$ cat config.mk
export PLATFORM = sky130hd
export DESIGN_NAME = lbp_pixel_sequencer_flat
export DESIGN_NICKNAME = d
export VERILOG_FILES = /design/src/rtl/lbp_pixel_sequencer_if.sv /design/src/rtl/lbp_pixel_sequencer.sv /design/src/flat_wrapper.sv
export SDC_FILE = /design/constraint.sdc
export NUM_CORES = 1
export LEC_CHECK = 0
export BUFFER_PORTS_ARGS = -buffer_cell sky130_fd_sc_hd__buf_4
export CAP_MARGIN = 20
export CORE_ASPECT_RATIO = 0.7
export CORE_UTILIZATION = 35
export CTS_CLUSTER_SIZE = 16
export DETAILED_ROUTE_END_ITERATION = 10
export PLACE_DENSITY = 0.5
export SYNTH_ARGS = -nofsm -noshare
export SYNTH_HDL_FRONTEND = slang
export SYNTH_SLANG_ARGS = --single-unit
$ cat constraint.sdc
create_clock -name wb_clk_i -period 8.84 [get_ports wb_clk_i]
set_input_delay 0.884 -clock wb_clk_i [delete_from_list [all_inputs] [get_ports wb_clk_i]]
set_output_delay 0.884 -clock wb_clk_i [all_outputs]
set_load 0.02 [all_outputs]
$ cat src/rtl/lbp_pixel_sequencer_if.sv
// Control, strobe and result signals between the LBP sequencer and its pixel front-end / consumer.
// The master modport is the sequencer; the slave modport is the environment that drives it.
interface lbp_pixel_sequencer_if #(
    parameter int N_PD  = 12,
    parameter int CNT_W = 8
);
    logic             start_i;
    logic             cont_i;
    logic             rotinv_i;
    logic             abort_i;
    logic [CNT_W-1:0] t_rst_i;
    logic [CNT_W-1:0] t_int_i;
    logic [CNT_W-1:0] t_sh_i;
    logic [CNT_W-1:0] t_cmp_i;
    logic             cmp_i;
    logic             code_ready_i;
    logic [N_PD-1:0]  pd_a_o;
    logic [N_PD-1:0]  pd_b_o;
    logic             sh_rst_o;
    logic             sh_o;
    logic             sh_cmp_o;
    logic [N_PD-1:0]  code_o;
    logic             code_valid_o;
    logic             busy_o;
    logic             overrun_o;

    modport master (
        input  start_i, cont_i, rotinv_i, abort_i,
        input  t_rst_i, t_int_i, t_sh_i, t_cmp_i,
        input  cmp_i, code_ready_i,
        output pd_a_o, pd_b_o, sh_rst_o, sh_o, sh_cmp_o,
        output code_o, code_valid_o, busy_o, overrun_o
    );

    modport slave (
        output start_i, cont_i, rotinv_i, abort_i,
        output t_rst_i, t_int_i, t_sh_i, t_cmp_i,
        output cmp_i, code_ready_i,
        input  pd_a_o, pd_b_o, sh_rst_o, sh_o, sh_cmp_o,
        input  code_o, code_valid_o, busy_o, overrun_o
    );
endinterface

$ cat src/rtl/lbp_pixel_sequencer.sv
// Purpose: sequences reset/integrate/sample/compare strobes over an N_PD diode ring and builds the LBP code.
// Latency: T_rst + T_int + N_PD*(T_sh + T_cmp) + 1 cycles from first RST cycle to code_valid_o (+N_PD with rotation).
// Backpressure: code_o/code_valid_o hold until code_ready_i; a newer frame overwrites and sets sticky overrun_o.
module lbp_pixel_sequencer #(
    parameter int N_PD  = 12,
    parameter int CNT_W = 8
) (
    input  logic                  wb_clk_i,
    input  logic                  wb_rst_n,
    lbp_pixel_sequencer_if.master bus
);
    typedef enum logic [2:0] {
        S_IDLE, S_RST, S_INT, S_SAMP, S_CMP, S_ROT, S_DONE
    } state_t;

    localparam int IDX_W = (N_PD > 1) ? $clog2(N_PD) : 1;
    localparam int RW    = $clog2(N_PD + 1);
    localparam int CW    = (CNT_W > RW) ? CNT_W : RW;
    localparam logic [IDX_W-1:0] LAST_IDX = IDX_W'(N_PD - 1);

    state_t            state, state_nxt;
    logic [CW-1:0]     cnt, cur_len;
    logic [IDX_W-1:0]  idx, idx_nxt, idx_b;
    logic [CNT_W-1:0]  t_rst_q, t_int_q, t_sh_q, t_cmp_q;
    logic              rotinv_q;
    logic              cmp_s1, cmp_s2;
    logic [N_PD-1:0]   shift, shift_nxt, cand, minv;
    logic              phase_done, start_ok, restart, load, bit_cap;

    logic [N_PD-1:0]   pd_a_d, pd_b_d, pd_a_q, pd_b_q, code_q;
    logic              sh_rst_d, sh_d, sh_cmp_d, busy_d;
    logic              sh_rst_q, sh_q, sh_cmp_q, busy_q, valid_q, overrun_q;

    // Shadow registers hold length-1 so a programmed 0 behaves as 1.
    function automatic logic [CNT_W-1:0] len_m1(input logic [CNT_W-1:0] t);
        return (t == '0) ? '0 : t - 1'b1;
    endfunction

    assign start_ok   = (state == S_IDLE) && bus.start_i && !bus.abort_i;
    assign restart    = (state == S_DONE) && bus.cont_i && !bus.abort_i;
    assign load       = start_ok || restart;
    assign phase_done = (cnt == cur_len);
    assign bit_cap    = (state == S_CMP) && phase_done && !bus.abort_i;

    always_comb begin
        cur_len = '0;
        unique case (state)
            S_RST:   cur_len = CW'(t_rst_q);
            S_INT:   cur_len = CW'(t_int_q);
            S_SAMP:  cur_len = CW'(t_sh_q);
            S_CMP:   cur_len = CW'(t_cmp_q);
            S_ROT:   cur_len = CW'(N_PD - 1);
            default: cur_len = '0;
        endcase
    end

    // State register
    always_ff @(posedge wb_clk_i or negedge wb_rst_n) begin
        if (!wb_rst_n) state <= S_IDLE;
        else           state <= state_nxt;
    end

    // Next-state logic
    always_comb begin
        state_nxt = state;
        unique case (state)
            S_IDLE: if (bus.start_i) state_nxt = S_RST;
            S_RST:  if (phase_done)  state_nxt = S_INT;
            S_INT:  if (phase_done)  state_nxt = S_SAMP;
            S_SAMP: if (phase_done)  state_nxt = S_CMP;
            S_CMP:
                if (phase_done) begin
                    if (idx != LAST_IDX) state_nxt = S_SAMP;
                    else if (rotinv_q)   state_nxt = S_ROT;
                    else                 state_nxt = S_DONE;
                end
            S_ROT:  if (phase_done)  state_nxt = S_DONE;
            S_DONE: state_nxt = bus.cont_i ? S_RST : S_IDLE;
            default: state_nxt = S_IDLE;
        endcase
        if (bus.abort_i) state_nxt = S_IDLE;
    end

    always_comb begin
        idx_nxt = idx;
        if (load)                         idx_nxt = '0;
        else if (bit_cap && idx != LAST_IDX) idx_nxt = idx + 1'b1;
        idx_b = (idx_nxt == LAST_IDX) ? '0 : idx_nxt + 1'b1;
    end

    always_comb begin
        shift_nxt = shift;
        if (load)         shift_nxt = '0;
        else if (bit_cap) shift_nxt[idx] = cmp_s2;
    end

    // Output logic: registered outputs are decoded from the state being entered.
    always_comb begin
        pd_a_d = '0;
        pd_b_d = '0;
        if (state_nxt == S_SAMP || state_nxt == S_CMP) begin
            pd_a_d[idx_nxt] = 1'b1;
            pd_b_d[idx_b]   = 1'b1;
        end
        sh_rst_d = (state_nxt == S_RST);
        sh_d     = (state_nxt == S_SAMP);
        sh_cmp_d = (state_nxt == S_CMP);
        busy_d   = (state_nxt != S_IDLE);
    end

    always_ff @(posedge wb_clk_i or negedge wb_rst_n) begin
        if (!wb_rst_n) begin
            cnt      <= '0;
            idx      <= '0;
            t_rst_q  <= '0;
            t_int_q  <= '0;
            t_sh_q   <= '0;
            t_cmp_q  <= '0;
            rotinv_q <= 1'b0;
            cmp_s1   <= 1'b0;
            cmp_s2   <= 1'b0;
            shift    <= '0;
            cand     <= '0;
            minv     <= '0;
        end else begin
            cmp_s1 <= bus.cmp_i;
            cmp_s2 <= cmp_s1;
            if (load) begin
                t_rst_q  <= len_m1(bus.t_rst_i);
                t_int_q  <= len_m1(bus.t_int_i);
                t_sh_q   <= len_m1(bus.t_sh_i);
                t_cmp_q  <= len_m1(bus.t_cmp_i);
                rotinv_q <= bus.rotinv_i;
            end
            cnt   <= (load || state_nxt != state) ? '0 : cnt + 1'b1;
            idx   <= idx_nxt;
            shift <= shift_nxt;
            // The search visits every rotation once, starting from the raw code itself.
            if (state != S_ROT && state_nxt == S_ROT) begin
                cand <= shift_nxt;
                minv <= shift_nxt;
            end else if (state == S_ROT) begin
                cand <= {cand[0], cand[N_PD-1:1]};
                if (cand < minv) minv <= cand;
            end
        end
    end

    always_ff @(posedge wb_clk_i or negedge wb_rst_n) begin
        if (!wb_rst_n) begin
            pd_a_q    <= '0;
            pd_b_q    <= '0;
            sh_rst_q  <= 1'b0;
            sh_q      <= 1'b0;
            sh_cmp_q  <= 1'b0;
            busy_q    <= 1'b0;
            code_q    <= '0;
            valid_q   <= 1'b0;
            overrun_q <= 1'b0;
        end else begin
            pd_a_q   <= pd_a_d;
            pd_b_q   <= pd_b_d;
            sh_rst_q <= sh_rst_d;
            sh_q     <= sh_d;
            sh_cmp_q <= sh_cmp_d;
            busy_q   <= busy_d;
            // Abort freezes the result side so no partial code escapes.
            if (!bus.abort_i) begin
                if (state == S_DONE) begin
                    code_q  <= rotinv_q ? minv : shift;
                    valid_q <= 1'b1;
                    if (valid_q && !bus.code_ready_i) overrun_q <= 1'b1;
                end else if (valid_q && bus.code_ready_i) begin
                    valid_q <= 1'b0;
                end
                if (start_ok) overrun_q <= 1'b0;
            end
        end
    end

    assign bus.pd_a_o       = pd_a_q;
    assign bus.pd_b_o       = pd_b_q;
    assign bus.sh_rst_o     = sh_rst_q;
    assign bus.sh_o         = sh_q;
    assign bus.sh_cmp_o     = sh_cmp_q;
    assign bus.busy_o       = busy_q;
    assign bus.code_o       = code_q;
    assign bus.code_valid_o = valid_q;
    assign bus.overrun_o    = overrun_q;
endmodule

$ cat src/flat_wrapper.sv
// flat-port wrapper written by rule: the top's interface ports become plain ports
module lbp_pixel_sequencer_flat 
#(
    parameter int N_PD  = 12,
    parameter int CNT_W = 8
)
  (wb_clk_i, wb_rst_n, bus_start_i, bus_cont_i, bus_rotinv_i, bus_abort_i, bus_t_rst_i, bus_t_int_i, bus_t_sh_i, bus_t_cmp_i, bus_cmp_i, bus_code_ready_i, bus_pd_a_o, bus_pd_b_o, bus_sh_rst_o, bus_sh_o, bus_sh_cmp_o, bus_code_o, bus_code_valid_o, bus_busy_o, bus_overrun_o);
  lbp_pixel_sequencer_if #(.N_PD(N_PD), .CNT_W(CNT_W)) bus_i ();
  input  logic wb_clk_i;
  input  logic wb_rst_n;
  input wire logic [$bits(bus_i.start_i)-1:0] bus_start_i;
  input wire logic [$bits(bus_i.cont_i)-1:0] bus_cont_i;
  input wire logic [$bits(bus_i.rotinv_i)-1:0] bus_rotinv_i;
  input wire logic [$bits(bus_i.abort_i)-1:0] bus_abort_i;
  input wire logic [$bits(bus_i.t_rst_i)-1:0] bus_t_rst_i;
  input wire logic [$bits(bus_i.t_int_i)-1:0] bus_t_int_i;
  input wire logic [$bits(bus_i.t_sh_i)-1:0] bus_t_sh_i;
  input wire logic [$bits(bus_i.t_cmp_i)-1:0] bus_t_cmp_i;
  input wire logic [$bits(bus_i.cmp_i)-1:0] bus_cmp_i;
  input wire logic [$bits(bus_i.code_ready_i)-1:0] bus_code_ready_i;
  output wire logic [$bits(bus_i.pd_a_o)-1:0] bus_pd_a_o;
  output wire logic [$bits(bus_i.pd_b_o)-1:0] bus_pd_b_o;
  output wire logic [$bits(bus_i.sh_rst_o)-1:0] bus_sh_rst_o;
  output wire logic [$bits(bus_i.sh_o)-1:0] bus_sh_o;
  output wire logic [$bits(bus_i.sh_cmp_o)-1:0] bus_sh_cmp_o;
  output wire logic [$bits(bus_i.code_o)-1:0] bus_code_o;
  output wire logic [$bits(bus_i.code_valid_o)-1:0] bus_code_valid_o;
  output wire logic [$bits(bus_i.busy_o)-1:0] bus_busy_o;
  output wire logic [$bits(bus_i.overrun_o)-1:0] bus_overrun_o;
  assign bus_i.start_i = bus_start_i;
  assign bus_i.cont_i = bus_cont_i;
  assign bus_i.rotinv_i = bus_rotinv_i;
  assign bus_i.abort_i = bus_abort_i;
  assign bus_i.t_rst_i = bus_t_rst_i;
  assign bus_i.t_int_i = bus_t_int_i;
  assign bus_i.t_sh_i = bus_t_sh_i;
  assign bus_i.t_cmp_i = bus_t_cmp_i;
  assign bus_i.cmp_i = bus_cmp_i;
  assign bus_i.code_ready_i = bus_code_ready_i;
  assign bus_pd_a_o = bus_i.pd_a_o;
  assign bus_pd_b_o = bus_i.pd_b_o;
  assign bus_sh_rst_o = bus_i.sh_rst_o;
  assign bus_sh_o = bus_i.sh_o;
  assign bus_sh_cmp_o = bus_i.sh_cmp_o;
  assign bus_code_o = bus_i.code_o;
  assign bus_code_valid_o = bus_i.code_valid_o;
  assign bus_busy_o = bus_i.busy_o;
  assign bus_overrun_o = bus_i.overrun_o;
  lbp_pixel_sequencer #(.N_PD(N_PD), .CNT_W(CNT_W)) u_core (.wb_clk_i(wb_clk_i), .wb_rst_n(wb_rst_n), .bus(bus_i));
endmodule
==> qor.yml, run 1 <==
outcome: "finished, final reports clean"
hpwlAfterDp_mm: 12.47
yosysWarningCount: 0
ant_nets: 0
syn_to_final_growth_pct: 20.80
cts_root_buffer: "clkbuf_16"
antenna_cells: 0
worst_slew_pin_slew_ns: 1.044
holdWs_ns: 0.3576
min_path_cells: 0
antenna_found_initial: 0
fin_ws_ns: 4.017
skew_ns: 0.01514
die_width_um: 168.5
slew-limit-headroom_pct: 30.39
fin_nets: 831
cts.sinks: 128
worstPathMaxFanout: 33
fin_crit_sh_pct: 54.56
drt-initial-drc-count: 330
min_from: "u_core.cmp_s1"
crit_arrival_ns: 5.14
drc_errors: 0
crit_path_top_delay_cell: "dfrtp_1"
cts_inserted_buffers: 17
worstPathCellList: "mux2_2, a211oi_2, xnor2_1, nor4_1, nand3_1, or3b_2, a211oi_1, o31ai_1, nor3_1"
fp.dieH_um: 118.5
end_kind: "flop"
rows: 42
critPathMaxStageDelay_ns: 0.98
pre_cts_ws_ns: 4.053
grtUsageTotal_pct: 18.60
io_pins: 82
nFillCells: 1819
core_area_um2: 18970
hold_viol_final: 0
worstReg2RegStart: "u_core.state[1]"
place_congestion: 0.8167
reg2reg_slack_ns: 4.02
netlist_instances: 702
ir_drop_uv: 176.3
fin_crit_ns: 4.823
gr-total-overflow: 0
start_util_pct: 35.80
synth_edf_count: 0
avgViaCountPerCell: 5.107
hp-class: "reg -> reg"
ys_seq_area_share_pct: 47.16
synth_cell_types: 56
syn-num-nets: 762
maxSlewViolCount: 0
grt_pass1_vias: 5346
port_buffers: 81
drive_above_1_share_pct: 18.37
max_freq_ghz: 0.2073
h-tree-depth: 4
power_density_nw_per_um2: 253.7
hold_end: "u_core.cmp_s2"
cts_tree: "done"
insertion_delay_ns: 0.43
leakage_nw: 3.745
setup-tns-final_ns: 0
path_class: "reg -> reg"
firstDrtPassIters: 5
clockBufferDepth: 2
avgSynthCellArea_um2: 9.675
critPathRequiredTime_ns: 9.16
setup-violations-final: 0
synthesis.area_um2: 6792
postCtsHoldBufs: 0
synth-main-ff-cell: "dfrtp_1"
grt_max_degree: 73
avgRoutedWirePerCell_um: 16.73
cap_violations: 0
dr_total_vias: 5352
synthArstFlopShare_pct: 100.0
grt_pass1_wl_mm: 28.55
multiInputGateArea_um2: 3327
die-area_um2: 19970
wl_mm: 17.54
post_cts_resized: 0
r2r-end: "u_core.bus.pd_a_o[9]"
reg2regPathDepth: 9
post_cts_buffers: 0
seqCellArea_um2: 3203
rsz0062_at_grt: "no"
synth_seq_cells: 128
clk_pin_slew_ns: 0.06
critical_path.startpoint_type: "flop"
report_power, final:
group          internal [W]  total, W  switching, W  leakage [nW]
logic              0.000236  0.000547      0.000311          1.85
clock network      0.000426  0.000707      0.000281         0.283
registers          0.000694  0.000828      0.000134          1.62
total               0.00136   0.00208      0.000726          3.75
cell type report:
type | count | share of cell area, %
clock buffer | 18 | 5.353
clock inverter | 14 | 1.922
inverter | 28 | 1.281
multi-input combinational | 511 | 40.55
sequential | 128 | 39.04
tap | 264 | 4.026
timing repair buffer | 85 | 7.824
synthesized netlist by cell type, drive strengths merged (10+ instances only):
cell type / n / area [µm²]
a31oi: 10 / 62.56
o21ai: 42 / 210.2
nand2b: 10 / 62.56
ha: 20 / 250.2
nand2: 64 / 240.2
a21oi: 33 / 165.2
nor3: 27 / 135.1
nor2: 94 / 352.8
nor2b: 10 / 62.56
inv: 28 / 105.1
dfrtp: 128 / 3203
clkbuf: 24 / 90.09
mux2i: 43 / 430.4
mux2: 14 / 165.2
buf: 11 / 70.06
nor4bb: 10 / 100.1
xnor2: 30 / 262.8
metrics by stage:
step                cell area (µm²)  utilization, %  cells  total power (W)
detailed placement             7596           40.04   1015         0.001381
global placement               7596           40.04   1015         0.001371
finish                         8204           43.25   1048         0.002082
CTS                            8193           43.19   1047         0.002096
global route                   8204           43.25   1048         0.002205
floorplan                      6792               -    702         0.001194
cell families after synthesis:
kind of cell / synth area share (%)
muxes: 8.769
AOI/OAI and AO/OA: 12.84
DFF: 47.16
adders and majority gates: 3.685
xor gates and xnor gates: 4.514
buffers and inverters: 3.906
and+or+nand+nor: 19.12
registers in the layout, indices dropped and copies added, names as in the netlist, 4 cells and up:
| signal | flops |
|---|---|
| u_core.bus.code_o | 12 |
| u_core.bus.pd_a_o | 12 |
| u_core.bus.pd_b_o | 12 |
| u_core.cand | 12 |
| u_core.minv | 12 |
| u_core.shift | 12 |
| u_core.cnt | 8 |
| u_core.t_cmp_q | 8 |
| u_core.t_int_q | 8 |
| u_core.t_rst_q | 8 |
| u_core.t_sh_q | 8 |
| u_core.idx | 4 |
how the worst max path moves through the flow:
stage	startpoint	to	slack, ns	depth (start not counted)
2_1_floorplan	u_core.state[0]	u_core.bus.pd_a_o[7]	5.56	12
6_report	u_core.state[1]	u_core.bus.pd_a_o[9]	4.02	9
3_5_place_dp	u_core.state[0]	u_core.bus.pd_b_o[9]	4.05	9
4_1_cts	u_core.state[0]	u_core.bus.pd_a_o[8]	4.04	9
3_3_place_gp	u_core.state[0]	u_core.bus.pd_b_o[9]	4.22	9
5_1_grt	u_core.state[0]	u_core.bus.pd_b_o[9]	3.73	9
cell usage in the layout (no fill, tap or decap), drive strengths merged, types with 5 or more instances in the layout:
cell type,n
a211oi,8
nand2,64
inv,31
xor2,5
nand2b,10
o31ai,7
or3,8
o21ai,42
a31oi,10
dfrtp,128
xnor2,30
nor2b,10
buf,85
nor3,27
or4,6
clkbuf,18
a21oi,33
clkinv,6
nand3,8
nor4bb,10
mux2i,43
nor2,94
a21o,6
o41ai,5
nand4,6
ha,20
mux2,14
layer usage:
metal / vias up / global-route usage [%] / wire length [µm]
li1: 2620 / - / -
met1: 2569 / 27.15 / 9208
met2: 137 / 26.92 / 7317
met3: 26 / 4.287 / 799
met4: 0 / 6.250 / 211
met5: - / 0 / 0
worst max-delay path: cells and delay by family (launching register included):
kind             cells  cell delay (ns)
AND/OR/NAND/NOR      4             2.39
flip-flops           1             0.98
AO/OA/AOI/OAI        3             0.78
multiplexers         1             0.43
XOR/XNOR             1             0.11
Note: power is estimated with default switching activity, not from simulation.
==> run 2, diff against run 1 <==
==> constraint.sdc (replaced) <==
create_clock -name wb_clk_i -period 4.8 [get_ports wb_clk_i]
set_input_delay 0.48 -clock wb_clk_i [delete_from_list [all_inputs] [get_ports wb_clk_i]]
set_output_delay 0.48 -clock wb_clk_i [all_outputs]
set_load 0.02 [all_outputs]
==> qor.yml, run 2 (synthesized netlist as in run 1, its figures left out) <==
critPathCapture: "u_core.bus.pd_a_o[8]"
setup-tns-final_ns: 0
cp.buffers_inverters: 0
ant_nets: 0
post_cts_resized: 0
crit_family: "compound AO/OA/AOI/OAI gates"
ir_drop_uv: 238.6
place_congestion: 0.8411
io_pins: 82
cts_inserted_buffers: 17
crit_path_top_delay_cell: "dfrtp_1"
hpwlAfterDp_mm: 12.70
pwr-share-seq_pct: 38.4
drt-initial-drc-count: 375
cts_tree: "done"
critical_path.startpoint_type: "flop"
final_cell_mix: "dfrtp_1, buf_4, nor2_1"
fin_crit_sh_pct: 87.92
setup-violations-final: 0
outcome: "finished, final reports clean"
crit_arrival_ns: 4.48
end_kind: "flop"
grt_pass1_wl_mm: 28.60
fin_nets: 843
reg2regPathDepth: 9
reg2reg_slack_ns: 0.58
avgRoutedWirePerCell_um: 16.49
grt_max_degree: 50
grtUsageTotal_pct: 18.53
antenna_found_initial: 0
insertion_delay_ns: 0.42
worstReg2RegStart: "u_core.state[1]"
dr_total_vias: 5376
cts.sinks: 128
post_cts_buffers: 0
drc_errors: 0
rows: 42
die_width_um: 168.5
grt_pass1_vias: 5266
sw_frac_of_total_pct: 34.85
wl_mm: 17.46
power_density_nw_per_um2: 464.6
maxSlewViolCount: 0
avgViaCountPerCell: 5.076
clockBufferDepth: 2
clk_pin_slew_ns: 0.06
die-area_um2: 19970
h-tree-depth: 4
slew-limit-headroom_pct: 33.57
drive_above_1_share_pct: 19.50
skew_ns: 0.008824
hp-class: "in -> async"
rsz0062_at_grt: "no"
port_buffers: 81
worstPathMaxFanout: 26
worstPathCellList: "nor2b_1, a221o_1, a21o_1, a2111oi_2, nand4_1, mux2i_1, a211oi_1, o31ai_1, nor3_1"
critPathMaxStageDelay_ns: 0.81
layout_commonest_cell: "dfrtp_1"
cap_violations: 0
gr-total-overflow: 0
hold_viol_final: 0
path_class: "reg -> reg"
fp.dieH_um: 118.5
internal_power_w: 0.002500
syn_to_final_growth_pct: 21.63
leakage_nw: 3.788
final_area_um2: 8260
max_freq_ghz: 0.2370
core_area_um2: 18970
cts_root_buffer: "clkbuf_16"
p_switching_w: 0.001338
report.power.total_w: 0.003838
r2r-end: "u_core.bus.pd_a_o[8]"
postCtsHoldBufs: 0
start_util_pct: 35.80
crit_start: "u_core.state[1]"
place_area_um2: 7694
antenna_cells: 0
clkPwrFrac_pct: 32.9
fin_crit_ns: 4.220
critPathRequiredTime_ns: 5.06
path_depth: 9
pwr-share-comb_pct: 28.8
worst_slew_pin_slew_ns: 0.9965
firstDrtPassIters: 4
run 2: cell types whose count changed in the layout (fill, tap and decap cells not counted), sizes merged:
cell	previous run	this run
inv	31	30
buf	85	97
clkinvlp	3	4
clkbuf	18	17
run 2: metrics by stage:
step | hold WS (ns) | utilization (%) | setup WS (ns) | std cells
after floorplan | 0.1844 | - | 1.522 | 702
after global placement | 0.3367 | 40.56 | 0.7202 | 1028
after detailed placement | 0.3496 | 40.56 | 0.5605 | 1028
after CTS | 0.05697 | 43.54 | 0.5562 | 1059
after global routing | 0.08321 | 43.54 | 0.1201 | 1059
final | 0.05110 | 43.54 | 0.5799 | 1059
run 2: layout make-up:
cell class	count	area [µm²]
clock buffers	17	425.4
clock inverters	14	141.4
fillers	1839	10710
well taps	264	330.3
inverters	28	105.1
multi-input cells	511	3327
repair buffers	97	728.2
flip-flops and latches	128	3203
run 2: worst min-delay path by stage:
stage	from	end	slack, ns	cells after the start
floorplan	wb_rst_n	u_core.bus.busy_o	0.18	0
global placement	u_core.cmp_s1	u_core.cmp_s2	0.34	0
detailed placement	u_core.cmp_s1	u_core.cmp_s2	0.35	0
CTS	wb_rst_n	u_core.cand[8]	0.06	1
global route	wb_rst_n	u_core.minv[8]	0.08	1
finish	wb_rst_n	u_core.cand[8]	0.05	1
run 2: layer usage:
| layer | track usage (%) | share of wire, % | vias up |
|---|---|---|---|
| li1 | - | - | 2644 |
| met1 | 28.61 | 54 | 2594 |
| met2 | 25.23 | 40 | 125 |
| met3 | 4.454 | 4.5 | 13 |
| met4 | 5.227 | 1.1 | 0 |
| met5 | 0 | 0 | - |
run 2: worst reg2reg max path: cells and delay by family (launching register included):
| kind | cells | cell delay (ns) |
|---|---|---|
| AOI/OAI and AO/OA | 5 | 2.04 |
| muxes | 1 | 0.48 |
| DFF | 1 | 0.81 |
| and+or+nand+nor | 3 | 0.75 |
run 2: power groups by stage:
stage               sequential, W  combinational, W  clock (W)
finish                    0.00147           0.00110    0.00126
global placement          0.00149           0.00108          0
floorplan                 0.00141          0.000793          0
CTS                       0.00147           0.00111    0.00129
global route              0.00150           0.00123    0.00134
detailed placement        0.00149           0.00110          0
==> run 3, diff against run 2 <==
==> constraint.sdc (replaced) <==
create_clock -name wb_clk_i -period 4.8 [get_ports wb_clk_i]
set_input_delay 0 -clock wb_clk_i [delete_from_list [all_inputs] [get_ports wb_clk_i]]
set_output_delay 0 -clock wb_clk_i [all_outputs]
set_load 0.02 [all_outputs]
==> qor.yml, run 3 (synthesized netlist as in run 1, its figures left out) <==
reg2reg_slack_ns: 0.55
core_area_um2: 18970
antenna_cells: 0
slew-limit-headroom_pct: 33.35
insertion_delay_ns: 0.42
crit_path_top_delay_cell: "dfrtp_1"
fp.dieH_um: 118.5
fin_nets: 890
drc_errors: 0
report.power.total_w: 0.003974
fin_crit_ns: 4.247
avgViaCountPerCell: 5.010
leakage_nw: 4.012
reg2regPathDepth: 9
grtUsageTotal_pct: 19.02
worstPathMaxFanout: 26
grt_pass1_wl_mm: 29.62
drt-initial-drc-count: 312
use_met3_pct: 4.019
avgRoutedWirePerCell_um: 16.22
cts_root_buffer: "clkbuf_16"
fin_crit_sh_pct: 88.48
io_pins: 82
cts.sinks: 128
end_kind: "flop"
cts_tree: "done"
crit_family: "compound AO/OA/AOI/OAI gates"
maxSlewViolCount: 0
use_met2_pct: 26.61
syn_to_final_growth_pct: 29.59
setup-tns-final_ns: 0
placed_cells: 1027
worst_slew_pin_slew_ns: 0.9997
rsz0062_at_grt: "no"
port_buffers: 81
place_congestion: 0.8344
critPathRequiredTime_ns: 5.06
holdWs_ns: 0.05655
clk_pin_slew_ns: 0.06
cts_inserted_buffers: 17
crit_start: "u_core.state[1]"
start_util_pct: 35.80
gr-total-overflow: 0
setup-violations-final: 0
ir_drop_uv: 229.2
finalNonFillerCells: 1107
h-tree-depth: 4
max_freq_ghz: 0.2355
critPathMaxStageDelay_ns: 0.84
layout_commonest_cell: "dfrtp_1"
hp-class: "in -> async"
die_width_um: 168.5
final_cell_mix: "dfrtp_1, buf_4, nor2_1"
rows: 42
antenna_found_initial: 0
clockBufferDepth: 2
grtUsageMet1_pct: 29.35
outcome: "finished, final reports clean"
path_class: "reg -> reg"
r2r-end: "u_core.bus.pd_a_o[8]"
wl_mm: 17.95
hold_viol_final: 0
cap_violations: 0
skew_ns: 0.008502
hpwlAfterDp_mm: 12.65
drive_above_1_share_pct: 18.51
grt_pass1_vias: 5506
worstReg2RegStart: "u_core.state[1]"
cp.buffers_inverters: 0
worstPathCellList: "nor2b_1, a221o_1, a21o_1, a2111oi_2, nand4_1, mux2i_1, a211oi_1, o31ai_1, nor3_1"
ant_nets: 0
grt_max_degree: 81
die-area_um2: 19970
busiest_layer: "met1"
dr_total_vias: 5546
crit_arrival_ns: 4.51
firstDrtPassIters: 6
critical_path.startpoint_type: "flop"
power_density_nw_per_um2: 451.6
## run 3: worst max-delay path by stage
| stage | endpoint | depth (start not counted) | slack (ns) |
|---|---|---|---|
| finish | u_core.bus.pd_a_o[8] | 9 | 0.55 |
| global route | u_core.bus.pd_b_o[9] | 9 | 0.07 |
| CTS | u_core.bus.pd_a_o[8] | 9 | 0.57 |
| detailed placement | u_core.bus.pd_a_o[8] | 9 | 0.58 |
| global placement | u_core.bus.pd_b_o[9] | 9 | 0.72 |
| floorplan | u_core.bus.pd_a_o[7] | 12 | 1.52 |
## run 3: routing by layer
layer / routed length, µm / share of wire (%)
met5: 0 / 0
met4: 158 / 0.88
met3: 770 / 4.3
met2: 7323 / 41
met1: 9701 / 54
## run 3: area by class of cell
class / count / area, µm²
fillers: 1786 / 10170
multi-input cells: 511 / 3327
flip-flops and latches: 128 / 3203
repair buffers: 144 / 1219
clock buffers: 18 / 439.2
well taps: 264 / 330.3
clock inverters: 14 / 177.7
inverters: 28 / 105.1
## run 3: repair_timing
item                      CTS  global route
resized for setup           0             0
hold endpoints to repair  118             0
hold buffers               47             0
buffers inserted            0             0
## run 3: per-stage QoR
step / worst slack (ns) / util [%] / instance area (µm²)
floorplan: 1.522 / - / 6792
global placement: 0.7229 / 40.52 / 7686
detailed placement: 0.5764 / 40.52 / 7686
CTS: 0.5747 / 46.25 / 8773
global route: 0.06994 / 46.39 / 8801
finish: 0.5528 / 46.39 / 8801
## run 3: report_power, final
| group | total, W | switching, W | leakage, nW | internal (W) |
|---|---|---|---|---|
| combinational | 0.00116 | 0.000656 | 2.11 | 0.000499 |
| clock | 0.00135 | 0.000509 | 0.290 | 0.000837 |
| sequential | 0.00147 | 0.000194 | 1.62 | 0.00128 |
| total | 0.00397 | 0.00136 | 4.01 | 0.00262 |
